`config.mk`:
```
export PLATFORM = sky130hd
export DESIGN_NAME = pc_unit
export DESIGN_NICKNAME = d
export VERILOG_FILES = /design/src/rtl/pc_unit.sv
export SDC_FILE = /design/constraint.sdc
export NUM_CORES = 1
export LEC_CHECK = 0
export ABC_AREA = 1
export ABC_CLOCK_PERIOD_IN_PS = 3160
export CORE_UTILIZATION = 49
export DETAILED_ROUTE_END_ITERATION = 10
export GPL_ROUTABILITY_DRIVEN = 0
export PLACE_DENSITY = 0.85
export REMOVE_ABC_BUFFERS = 1
export SYNTH_ARGS = -nofsm -noshare
export SYNTH_HDL_FRONTEND = slang
export SYNTH_SLANG_ARGS = --single-unit
```
`constraint.sdc`:
```
create_clock -name PHI0 -period 3.16 [get_ports PHI0]
set_input_delay 0.948 -clock PHI0 [delete_from_list [all_inputs] [get_ports PHI0]]
set_output_delay 0.948 -clock PHI0 [all_outputs]
set_load 0.1 [all_outputs]
```
`src/rtl/pc_unit.sv`:
```
// Program-counter datapath: PCL/PCH select latches, 16-bit increment and bus drive.
// One PHI0 clock; an internal phase bit splits each pair of edges into sample and commit.
module pc_byte #(
   parameter int          VEC_W = 8,
   parameter logic [VEC_W-1:0] RST = '0
) (
   input  logic             PHI0,
   input  logic             n_RES,
   input  logic             sample,
   input  logic             commit,
   input  logic             freeze,
   input  logic             ld,
   input  logic             recirc,
   input  logic [VEC_W-1:0] bus,
   input  logic [VEC_W-1:0] nxt,
   output logic [VEC_W-1:0] sel,
   output logic [VEC_W-1:0] q
);
   always_ff @(posedge PHI0 or negedge n_RES) begin
      if (!n_RES) begin
         sel <= RST;
         q   <= RST;
      end else begin
         if (sample) begin
            // a stall reloads the select latch from the live PC so commit rewrites it unchanged
            if (freeze)      sel <= q;
            else if (ld)     sel <= bus;
            else if (recirc) sel <= q;
         end
         if (commit) q <= nxt;
      end
   end
endmodule

module pc_unit #(
   parameter logic [15:0] RESET_PC = 16'h0000
) (
   input  logic        PHI0,
   input  logic        n_RES,
   input  logic        n_ready,
   input  logic        ADL_PCL,
   input  logic        PCL_PCL,
   input  logic        ADH_PCH,
   input  logic        PCH_PCH,
   input  logic        n_1PC,
   input  logic [7:0]  ADL,
   input  logic [7:0]  ADH,
   input  logic        PCL_ADL,
   input  logic        PCH_ADH,
   input  logic        PCL_DB,
   input  logic        PCH_DB,
   output logic        PHI1_o,
   output logic        PHI2_o,
   output logic [7:0]  ADL_out,
   output logic        ADL_oe,
   output logic [7:0]  ADH_out,
   output logic        ADH_oe,
   output logic [7:0]  DB_out,
   output logic        DB_oe,
   output logic [15:0] PC
);
   localparam int NUM_LANES = 2;
   localparam int VEC_W     = 8;
   localparam int PC_W      = NUM_LANES * VEC_W;

   logic ph;
   logic inc_latch;

   logic [NUM_LANES-1:0][VEC_W-1:0] lane_bus, lane_sel, lane_q, lane_nxt;
   logic [NUM_LANES-1:0]            lane_ld, lane_rc;

   always_ff @(posedge PHI0 or negedge n_RES) begin
      if (!n_RES) begin
         ph        <= 1'b0;
         inc_latch <= 1'b0;
      end else begin
         ph <= ~ph;
         if (!ph) inc_latch <= ~n_ready & ~n_1PC;
      end
   end

   assign lane_bus = {ADH, ADL};
   assign lane_ld  = {ADH_PCH, ADL_PCL};
   assign lane_rc  = {PCH_PCH, PCL_PCL};
   // full-width add gives the PCL->PCH carry and the FFFF->0000 wrap for free
   assign lane_nxt = lane_sel + {{(PC_W-1){1'b0}}, inc_latch};

   for (genvar i = 0; i < NUM_LANES; i++) begin : g_lane
      pc_byte #(
         .VEC_W (VEC_W),
         .RST   (RESET_PC[i*VEC_W +: VEC_W])
      ) u_byte (
         .PHI0   (PHI0),
         .n_RES  (n_RES),
         .sample (~ph),
         .commit (ph),
         .freeze (n_ready),
         .ld     (lane_ld[i]),
         .recirc (lane_rc[i]),
         .bus    (lane_bus[i]),
         .nxt    (lane_nxt[i]),
         .sel    (lane_sel[i]),
         .q      (lane_q[i])
      );
   end

   assign PC     = lane_q;
   assign PHI1_o = ~ph;
   assign PHI2_o = ph;

   // enables are forced low while reset is held
   assign ADL_oe  = n_RES & PCL_ADL;
   assign ADH_oe  = n_RES & PCH_ADH;
   assign DB_oe   = n_RES & (PCL_DB | PCH_DB);
   assign ADL_out = ADL_oe ? lane_q[0] : 8'h00;
   assign ADH_out = ADH_oe ? lane_q[1] : 8'h00;
   assign DB_out  = !DB_oe ? 8'h00 : (PCL_DB ? lane_q[0] : lane_q[1]);
endmodule

```
==> parameters.txt <==
Parameter                              Value

Route
  Via/cell ratio ... 5.33
  DR top layer ... met4
  Routed met1 length ... 2480 µm
  Total met3 wirelength after detailed routing ... 456 µm
  Final WL ... 5880 µm
  Post-route DRC violation count ... 0
  Drt pass-1 iters ... 5
  Final routed wire length divided by cell count ... 13.8 µm
  Total via count after detailed routing ... 2270
  Post-route antenna net violation count ... 0
  Metal2 WL ... 2800 µm
  Iteration-0 DRC count of the detailed router ... 146

CTS
  TritonCTS clock tree ... yes
  Number of buffers on the longest clock path ... 2
  Level count of the clock H-tree ... 2
  Clock network latency to the later pin of the worst-skew pair ... 0.29 ns
  Total clock buffers created by CTS ... 5
  Number of clock sinks seen by CTS ... 34
  Clock transition at the registers of the reported paths ... 0.06 ns
  Hold_buf cts ... 0
  Clock tree root buffer cell ... sky130_fd_sc_hd__clkbuf_8
  Number of buffers inserted to repair setup after CTS ... 0

Worst setup path
  Launch point of the worst path ... PCL_ADL
  Maximum net fanout on the critical path ... 9
  Class of the most critical setup path ... input port to output port
  Critical Path Sink Type ... output port
  Worst R2R Setup Slack ... 1.61 ns
  Arrival time at the worst endpoint ... 2.08 ns
  Capturing point of the worst reg2reg path ... g_lane[1].u_byte.q[2]$_DFFE_PN0P_
  Req. time, crit path ... 2.21 ns
  CP Launch Type ... input port
  Worst R2R Start ... inc_latch$_DFFE_PN0N_
  Capture point of the critical path ... ADL_out[5]
  Depth of the worst register-to-register path ... 9

STA
  Slew Limit Headroom ... 0.603
  Final count of negative-setup-slack endpoints ... 0
  Max-slew violation count ... 0
  Worst clock skew ... 0.00512 ns
  Setup ws final ... 0.127 ns
  Fmax ... 330 MHz
  Setup_tns ... 0 ns
  Shortest clock period the worst path allows after layout ... 3.03 ns
  Final cycle utilization of the critical path ... 0.960
  RSZ-0062 raised after global routing ... false
  Transition time of the tightest slew-check pin ... 0.595 ns
  Final number of hold-violating endpoints ... 0

Synthesis
  Share of the synthesized area in compound gates (AO/OA/AOI/OAI) ... 0.153
  Flip-flop and latch count after synthesis ... 34
  Number of warning messages in the yosys log ... 0
  Netlist cell types ... 24
  Syn avg cell area ... 7.02 µm²
  Largest cells by area after synthesis ... sky130_fd_sc_hd__dfrtp_1 (40%), sky130_fd_sc_hd__nand2_1 (15%), sky130_fd_sc_hd__inv_1 (8.0%)
  Sequential fraction of the synthesis area ... 0.404
  Multiplexer area fraction after synthesis ... 0
  Cell taking the most area after synthesis ... sky130_fd_sc_hd__dfrtp_1
  Post-Syn Instances ... 300
  Total standard cell area after synthesis ... 2110 µm²
  Xor/xnor cell area share of the yosys netlist ... 0.00416
  Post-synthesis simple-gate area fraction ... 0.300
  Yosys top cell area share ... 0.404
  Largest family of logic cells by synthesized area ... simple AND/OR/NAND/NOR gates
  Synth Area in Adders ... 0.0178

Layout
  Layout overhead on the synthesized area ... 51.5%
  Area taken by flip-flops and latches ... 851 µm²
  Finished Cell Area ... 3190 µm²
  Final net count ... 407
  N_diodes ... 0
  Multi-input gate area in the final layout ... 1010 µm²
  Most common cell after layout, fill and taps aside ... sky130_fd_sc_hd__nand2_1
  Final-layout fill cell count ... 265
  Share of layout cells above drive strength 1 ... 0.194
  Commonest cells after routing, fill and taps aside ... sky130_fd_sc_hd__nand2_1 (82), sky130_fd_sc_hd__inv_1 (45), sky130_fd_sc_hd__dfrtp_1 (34)

Floorplan
  Starting density of the core ... 0.519
  Area of the core region ... 4060 µm²
  Total number of placement rows ... 23
  Die span in x ... 67.6 µm
  Vertical die dimension ... 67.6 µm
  Number of ports placed on the die boundary ... 73
  Full die area ... 4570 µm²

Global routing
  Antenna violations before repair ... 0
  Largest net degree at the start of global routing ... 27
  Number of global-route vias before repair ... 2161
  Global-route wire length before repair ... 10000 µm
  All-Layer GR Usage ... 0.301
  Residual overflow from global routing ... 0

Placed design
  Setup slack after placement ... -0.117 ns
  Port-buffer cells ... 72
  Placed Instance Area ... 3110 µm²
  HPWL after detailed placement ... 4520 µm

Outcome
  Run status ... finished clean

Flow run
  Total of max-cap violations ... 0

Pwr
  Static Leakage ... 1.61 nW
  Worst ir drop on vdd ... 0.491 mV
  Total chip power ... 1.94 mW
  Cell Pwr Density ... 607 nW/µm²

Min path
  Classification of the worst-slack hold path ... register to register
==> stage by stage <==
| step | hold slack, ns | cells | util |
|---|---|---|---|
| floorplan | 0.486 | 289 | - |
| global placement | 0.493 | 419 | 0.766 |
| detailed placement | 0.489 | 419 | 0.766 |
| CTS | 0.506 | 426 | 0.786 |
| global route | 0.539 | 426 | 0.787 |
| finish | 0.505 | 426 | 0.787 |
==> state kept, by name (all words and copies together), names as in the netlist <==
register           flops
PHI2_o                 1
g_lane.u_byte.q       16
g_lane.u_byte.sel     16
inc_latch              1
==> worst max-delay path, cell delays in order <==
cell and delay [ns]:
sky130_fd_sc_hd__clkdlybuf4s50_1 0.52, sky130_fd_sc_hd__nand2_2 0.16, sky130_fd_sc_hd__nor2_1 0.24, sky130_fd_sc_hd__buf_12 0.21
==> metal layers <==
metal	vias up	GRT usage
met5	-	0
met4	0	0.122
met3	15	0.0760
met2	108	0.489
met1	1035	0.380
li1	1112	-
==> cell families (layout without fill, tap and decap cells) <==
logic type               Yosys count  in the layout
AND/OR/NAND/NOR                  151            151
buffers and inverters             58            134
AO/OA/AOI/OAI                     53             53
flip-flops                        34             34
adder cells (fa/ha/maj)            3              3
XOR/XNOR                           1              1
==> cell usage after synthesis <==
cell and count:
sky130_fd_sc_hd__o21ai_0 27, sky130_fd_sc_hd__nand2_1 84, sky130_fd_sc_hd__nor3_1 1, sky130_fd_sc_hd__inv_2 2, sky130_fd_sc_hd__o211ai_1 13, sky130_fd_sc_hd__xor2_1 1, sky130_fd_sc_hd__nand4_1 4, sky130_fd_sc_hd__buf_4 2
sky130_fd_sc_hd__o21ai_1 4, sky130_fd_sc_hd__nand3_1 21, sky130_fd_sc_hd__nor2_1 31, sky130_fd_sc_hd__a31oi_1 5, sky130_fd_sc_hd__nor2_2 6, sky130_fd_sc_hd__o21a_1 1, sky130_fd_sc_hd__o22ai_1 1, sky130_fd_sc_hd__buf_2 6
sky130_fd_sc_hd__buf_6 3, sky130_fd_sc_hd__nand2_2 3, sky130_fd_sc_hd__ha_1 3, sky130_fd_sc_hd__a21oi_4 1, sky130_fd_sc_hd__inv_1 45, sky130_fd_sc_hd__o31ai_1 1, sky130_fd_sc_hd__dfrtp_1 34, sky130_fd_sc_hd__nand3_2 1
==> timing repair <==
item,in CTS,in global routing
setup endpoints to repair,19,2
gates resized for setup,3,1
endpoints found under the hold margin,0,0
==> how the worst min path moves through the flow <==
stage / startpoint / end / slack [ns] / cells past startpoint
final: g_lane[1].u_byte.q[4]$_DFFE_PN0P_ / g_lane[1].u_byte.q[4]$_DFFE_PN0P_ / 0.51 / 2
after global routing: g_lane[1].u_byte.q[5]$_DFFE_PN0P_ / g_lane[1].u_byte.q[5]$_DFFE_PN0P_ / 0.54 / 2
after CTS: g_lane[1].u_byte.q[4]$_DFFE_PN0P_ / g_lane[1].u_byte.q[4]$_DFFE_PN0P_ / 0.51 / 2
after detailed placement: g_lane[1].u_byte.q[4]$_DFFE_PN0P_ / g_lane[1].u_byte.q[4]$_DFFE_PN0P_ / 0.49 / 2
after global placement: g_lane[1].u_byte.q[3]$_DFFE_PN0P_ / g_lane[1].u_byte.q[3]$_DFFE_PN0P_ / 0.49 / 2
after floorplan: inc_latch$_DFFE_PN0N_ / inc_latch$_DFFE_PN0N_ / 0.49 / 2
==> report_power, final <==
group,internal [mW],leakage (nW),switching [mW]
logic,0.281,1.18,0.751
registers,0.517,0.393,0.0894
clock network,0.151,0.0383,0.148
total,0.949,1.61,0.988
==> layout make-up <==
type                    instances  area share
repair buffers                 80       0.319
inverters                      47      0.0553
multi-input cells             208       0.315
well taps                      50      0.0196
clock buffers                   7      0.0239
flip-flops and latches         34       0.267
(Power assumes the default switching activity.)
